[src/rtl/subtractor2_stream_pkg.sv]
// Shared network datapath package: default widths, handshake state encoding and saturating subtract.
package subtractor2_stream_pkg;

  localparam int unsigned DWIDTH_DEFAULT = 32;
  localparam int unsigned LAYER_DEFAULT  = 15;

  // Widest operand the saturating helpers handle; callers sign-extend into this width.
  localparam int unsigned SAT_MAX_WIDTH  = 63;

  typedef enum logic {
    ST_EMPTY = 1'b0,
    ST_FULL  = 1'b1
  } state_t;

  typedef struct packed {
    logic                     sat;
    logic [SAT_MAX_WIDTH-1:0] value;
  } sat_result_t;

  // a - b computed one bit wider than the operands, clamped to a signed 'width'-bit range.
  function automatic sat_result_t sat_sub(
    input logic [SAT_MAX_WIDTH-1:0] a,
    input logic [SAT_MAX_WIDTH-1:0] b,
    input int unsigned              width
  );
    logic [SAT_MAX_WIDTH:0]        one;
    logic signed [SAT_MAX_WIDTH:0] diff;
    logic signed [SAT_MAX_WIDTH:0] hi;
    logic signed [SAT_MAX_WIDTH:0] lo;
    sat_result_t                   r;
    one  = (SAT_MAX_WIDTH + 1)'(1);
    diff = $signed({a[SAT_MAX_WIDTH-1], a}) - $signed({b[SAT_MAX_WIDTH-1], b});
    hi   = $signed((one << (width - 1)) - one);
    lo   = $signed(-(one << (width - 1)));
    r.sat   = 1'b0;
    r.value = diff[SAT_MAX_WIDTH-1:0];
    if (diff > hi) begin
      r.sat   = 1'b1;
      r.value = hi[SAT_MAX_WIDTH-1:0];
    end else if (diff < lo) begin
      r.sat   = 1'b1;
      r.value = lo[SAT_MAX_WIDTH-1:0];
    end
    return r;
  endfunction

endpackage

[src/rtl/subtractor2_stream_sat_sub.sv]
// Combinational saturating a - b for DWIDTH-bit two's complement operands.
module subtractor2_stream_sat_sub
  import subtractor2_stream_pkg::*;
#(
  parameter int unsigned DWIDTH = DWIDTH_DEFAULT
) (
  input  logic [DWIDTH-1:0] a,
  input  logic [DWIDTH-1:0] b,
  output logic [DWIDTH-1:0] diff_c,
  output logic              sat_c
);

  sat_result_t res;

  // Sign-extend into the helper's width, subtract, and narrow the clamped value back.
  always_comb begin
    res    = sat_sub(SAT_MAX_WIDTH'($signed(a)), SAT_MAX_WIDTH'($signed(b)), DWIDTH);
    diff_c = DWIDTH'(res.value);
    sat_c  = res.sat;
  end

endmodule

[src/rtl/subtractor2_stream.sv]
// Streaming saturating subtractor with per-vector element index, last marker and sticky overflow.
module subtractor2_stream
  import subtractor2_stream_pkg::*;
#(
  parameter int unsigned DWIDTH = DWIDTH_DEFAULT,
  parameter int unsigned Layer  = LAYER_DEFAULT
) (
  input  logic                                        clk,
  input  logic                                        rst,
  input  logic                                        clr,
  input  logic                                        in_valid,
  output logic                                        in_ready,
  input  logic [DWIDTH-1:0]                           a,
  input  logic [DWIDTH-1:0]                           b,
  output logic                                        out_valid,
  input  logic                                        out_ready,
  output logic [DWIDTH-1:0]                           c,
  output logic                                        out_last,
  output logic [((Layer > 1) ? $clog2(Layer) : 1)-1:0] out_idx,
  output logic                                        ovf
);

  localparam int unsigned IDX_W = (Layer > 1) ? $clog2(Layer) : 1;
  localparam logic [IDX_W-1:0] LAST_IDX = IDX_W'(Layer - 1);

  state_t            state;
  state_t            state_next;
  logic [IDX_W-1:0]  count;
  logic [DWIDTH-1:0] diff_c;
  logic              sat_c;
  logic              accept;
  logic              out_fire;

  subtractor2_stream_sat_sub #(
    .DWIDTH (DWIDTH)
  ) u_sat_sub (
    .a      (a),
    .b      (b),
    .diff_c (diff_c),
    .sat_c  (sat_c)
  );

  assign accept   = in_valid && in_ready;
  assign out_fire = out_valid && out_ready;

  // State register: EMPTY/FULL occupancy of the single output slot.
  always_ff @(posedge clk or posedge rst) begin
    if (rst) state <= ST_EMPTY;
    else     state <= state_next;
  end

  // Next state: clr aborts, an accept always fills, a drain without refill empties.
  always_comb begin
    state_next = state;
    if (clr)           state_next = ST_EMPTY;
    else if (accept)   state_next = ST_FULL;
    else if (out_fire) state_next = ST_EMPTY;
  end

  // Handshake outputs: slot is free when empty or being drained, never during clr.
  always_comb begin
    out_valid = (state == ST_FULL);
    in_ready  = (!out_valid || out_ready) && !clr;
  end

  // Result register, element counter and per-vector sticky overflow.
  always_ff @(posedge clk or posedge rst) begin
    if (rst) begin
      c        <= '0;
      out_idx  <= '0;
      out_last <= 1'b0;
      ovf      <= 1'b0;
      count    <= '0;
    end else if (clr) begin
      ovf   <= 1'b0;
      count <= '0;
    end else if (accept) begin
      c        <= diff_c;
      out_idx  <= count;
      out_last <= (count == LAST_IDX);
      ovf      <= (count == '0) ? sat_c : (ovf | sat_c);
      count    <= (count == LAST_IDX) ? '0 : count + IDX_W'(1);
    end
  end

endmodule

[config.mk]
export PLATFORM = sky130hd
export DESIGN_NAME = subtractor2_stream
export DESIGN_NICKNAME = d
export VERILOG_FILES = /design/src/rtl/subtractor2_stream_pkg.sv /design/src/rtl/subtractor2_stream_sat_sub.sv /design/src/rtl/subtractor2_stream.sv
export SDC_FILE = /design/constraint.sdc
export NUM_CORES = 1
export LEC_CHECK = 0
export BUFFER_PORTS_ARGS = -buffer_cell sky130_fd_sc_hd__buf_2
export CAP_MARGIN = 20
export CORE_UTILIZATION = 45
export CTS_CLUSTER_DIAMETER = 200
export DETAILED_ROUTE_END_ITERATION = 8
export PLACE_DENSITY = 0.7
export RECOVER_POWER = 25
export SYNTH_ARGS = -nofsm -noshare
export SYNTH_HDL_FRONTEND = slang
export SYNTH_SLANG_ARGS = --single-unit
[constraint.sdc]
create_clock -name clk -period 2.8 [get_ports clk]
set_clock_uncertainty 0.05 [all_clocks]
set_input_delay 0.42 -clock clk [delete_from_list [all_inputs] [get_ports clk]]
set_output_delay 0.42 -clock clk [all_outputs]
set_load 0.01 [all_outputs]
==> reports/metrics.cfg <==
[yosys]
syn_nets = 596
synth-seq-cells = 43
synth-edff-count = 0
ys_types = 66
syn_area_sq_mm = 0.00395
ys_seq_area_share_pct = 27.2
ys_async_sr_fraction_pct = 100
postSynthCellCount = 490
syn_avg_cell_area_sq_um = 8.06
yosys_warnings = 0
ys.flop_type = dfrtp_1

[floorplan]
die_h_um = 95.7
ios = 109
rows = 33
die_w_um = 95.7
core_area_sq_mm = 0.00834
dieArea_sq_mm = 0.00915
initial_core_util_pct = 47.3

[global_routing]
grt_max_degree = 44
antenna_found_initial = 0
grt_pass1_wl_mm = 16.8
grt_use_total_pct = 23.3
grt_pass1_vias = 3725
overflow = 0

[cts]
clock_sinks = 43
cts_buffers = 5
clkLatencyLatePin_ns = 0.29
cts_tree = built
path_clk_slew_ns = 0.08
clk_path_buf_depth = 2
htreeDepth = 2
hold_buffers = 0
ctsRootBufferMaster = clkbuf_8

[timing]
slew_violations = 44
fin_crit_sh_pct = 94.6
rsz0062_at_grt = false
worst_hold_slack_ns = 0.298
worst_slack_ns = 0.151
hold_violations = 0
min_period_ns = 2.65
worstMarginPinSlew_ns = 1.61
max-slew-margin-rel_pct = -7.56
setup_tns_ns = 0
fmax_ghz = 0.377
finalSetupViolCount = 0

[final_layout]
area_growth_syn_to_layout_pct = 29.8
insertedDiodeCount = 0
layout.cells.non_filler = 758
nFillCells = 776
final_nets = 758
final_layout_size_suffix_gt1_share_pct = 35.5

[placement]
port_buffers = 108
place_inst = 749
gp_congestion = 0.902
place_ws_ns = -0.182
hpwl_mm = 8.51

[hold_path]
min_path_type = in2reg

[route]
drt_pre_antenna_iters = 4
drt-total-wl_mm = 10.3
num_vias = 4048
route.met3.wl_um = 518
drc = 0
vias_per_cell = 5.34
drtIter0Drc = 221
wl_met1_mm = 4.70
wl_per_cell_um = 13.6
met2_wirelength_mm = 4.97
antenna_left = 0
maxUsedRoutingLayer = met4

[status]
outcome = finished with violations
violations = capacitance limit, slew limit

[power_and_ir_drop]
finalPower_mw = 2.37
power.density_mw_per_mm2 = 463
leakage_nw = 2.56
irDropWorstVdd_mv = 0.220

[setup_path]
path_cells = buf_2 > inv_1 > ha_1 > o211ai_2 > a21oi_2 > nor2_2 > o31a_1 > o311a_1 > o31ai_2 > nand2_1 > a221o_1 > a21oi_2
crit_path_top_delay_cell = o311a_1
path_max_fanout = 4
worst_ep_arrival_time_ns = 2.83
path_common_cell = a21oi_2
cp-start-kind = input port
rrSetupSlack_ns = 0.86
slowest_delay_ns = 0.40
end_kind = flip-flop
path_buf_inv = 2
critPathKind = in2reg
crit_family = compound AO/OA/AOI/OAI gates
worstPathRequired_ns = 2.98

[flow_run]
maxCapViolCount = 1

-- cell type report --
cell class	instances	area, sq um	area share (%)
Inverter	44	165	3.22
Clock inverter	1	5.00	0.0977
Tap cell	105	131	2.56
Multi-Input combinational cell	384	2620	51.2
Clock buffer	7	76.3	1.49
Sequential cell	43	1080	21.0
Timing Repair Buffer	174	1050	20.5
-- metrics by stage --
step	cell area, sq um	util (%)
final	5120	61.4
after global routing	5120	61.4
after CTS	5090	61.0
after detailed placement	5010	60.0
after global placement	5010	60.0
after floorplan	3980	-
-- cells in the mapped netlist (4+ instances only) --
master	instances	area, sq um
nand3_1	10	50.1
clkbuf_1	9	33.8
ha_1	36	450
inv_1	44	165
o21ai_0	27	135
xnor2_1	15	131
xor2_1	8	70.1
a22o_1	4	35.0
dfrtp_1	43	1080
o211ai_1	6	45.0
nor2b_1	5	31.3
a21oi_2	24	210
nand4_1	6	37.5
a31oi_1	6	37.5
o31ai_1	5	37.5
o21ai_1	4	20.0
o21a_1	7	52.6
nand2b_1	6	37.5
nor3_1	5	25.0
nand2_1	63	236
a21oi_1	35	175
nor2_1	53	199
-- cells by family after synthesis --
group,Yosys count,synth area share [%]
compound gates,153,27.8
xor+xnor,23,5.10
fa+ha+maj,37,11.9
buf+inv,63,7.83
flops,43,27.2
mux,3,0.982
simple gates,168,19.1
-- flip-flops by register name, indices dropped and copies added, names as in the netlist --
name / flops
c: 32
count: 4
out_idx: 4
out_last: 1
out_valid: 1
ovf: 1
-- placed cells by master, fill, tap and decap left out, types with 4 or more instances in the layout --
master,n
nor2b_1,4
dfrtp_1,43
nand2b_1,6
a22o_1,4
inv_1,44
nand4_1,6
a21oi_2,24
nand3_1,10
buf_4,65
xnor2_1,15
ha_1,35
nor2_1,52
o21ai_0,27
xor2_1,8
o31ai_1,4
clkbuf_8,5
a21oi_1,35
o21ai_1,4
o21a_1,7
nor3_1,5
a31oi_1,6
buf_2,108
nand2_1,63
o211ai_1,6
-- repair_timing --
action / 4_1_cts / 5_1_grt
endpoints found under the setup margin: 0 / 8
gates resized for setup: 0 / 6
buffers inserted: 0 / 1
-- worst paths after layout --
check | startpoint | depth (start not counted) | to
max | b[4] | 12 | c[29]
min | clr | 2 | count[0]
max reg2reg | out_valid | 6 | c[3]
min reg2reg | out_idx[3] | 2 | out_idx[3]
max in group asynchronous | rst | 2 | count[2]
min in group asynchronous | rst | 2 | c[5]
-- where the power goes --
group          total [mW]  internal [mW]  switching [mW]
logic                1.16          0.534           0.623
registers           0.823          0.746          0.0778
clock network       0.393          0.176           0.217
total                2.37           1.46           0.918
-- layer usage --
layer,track usage [%],vias to the layer above
li1,-,2034
met1,30.7,1881
met2,40.3,118
met3,3.11,15
met4,5.22,0
met5,0,-
Note: power is estimated with default switching activity, not from simulation.
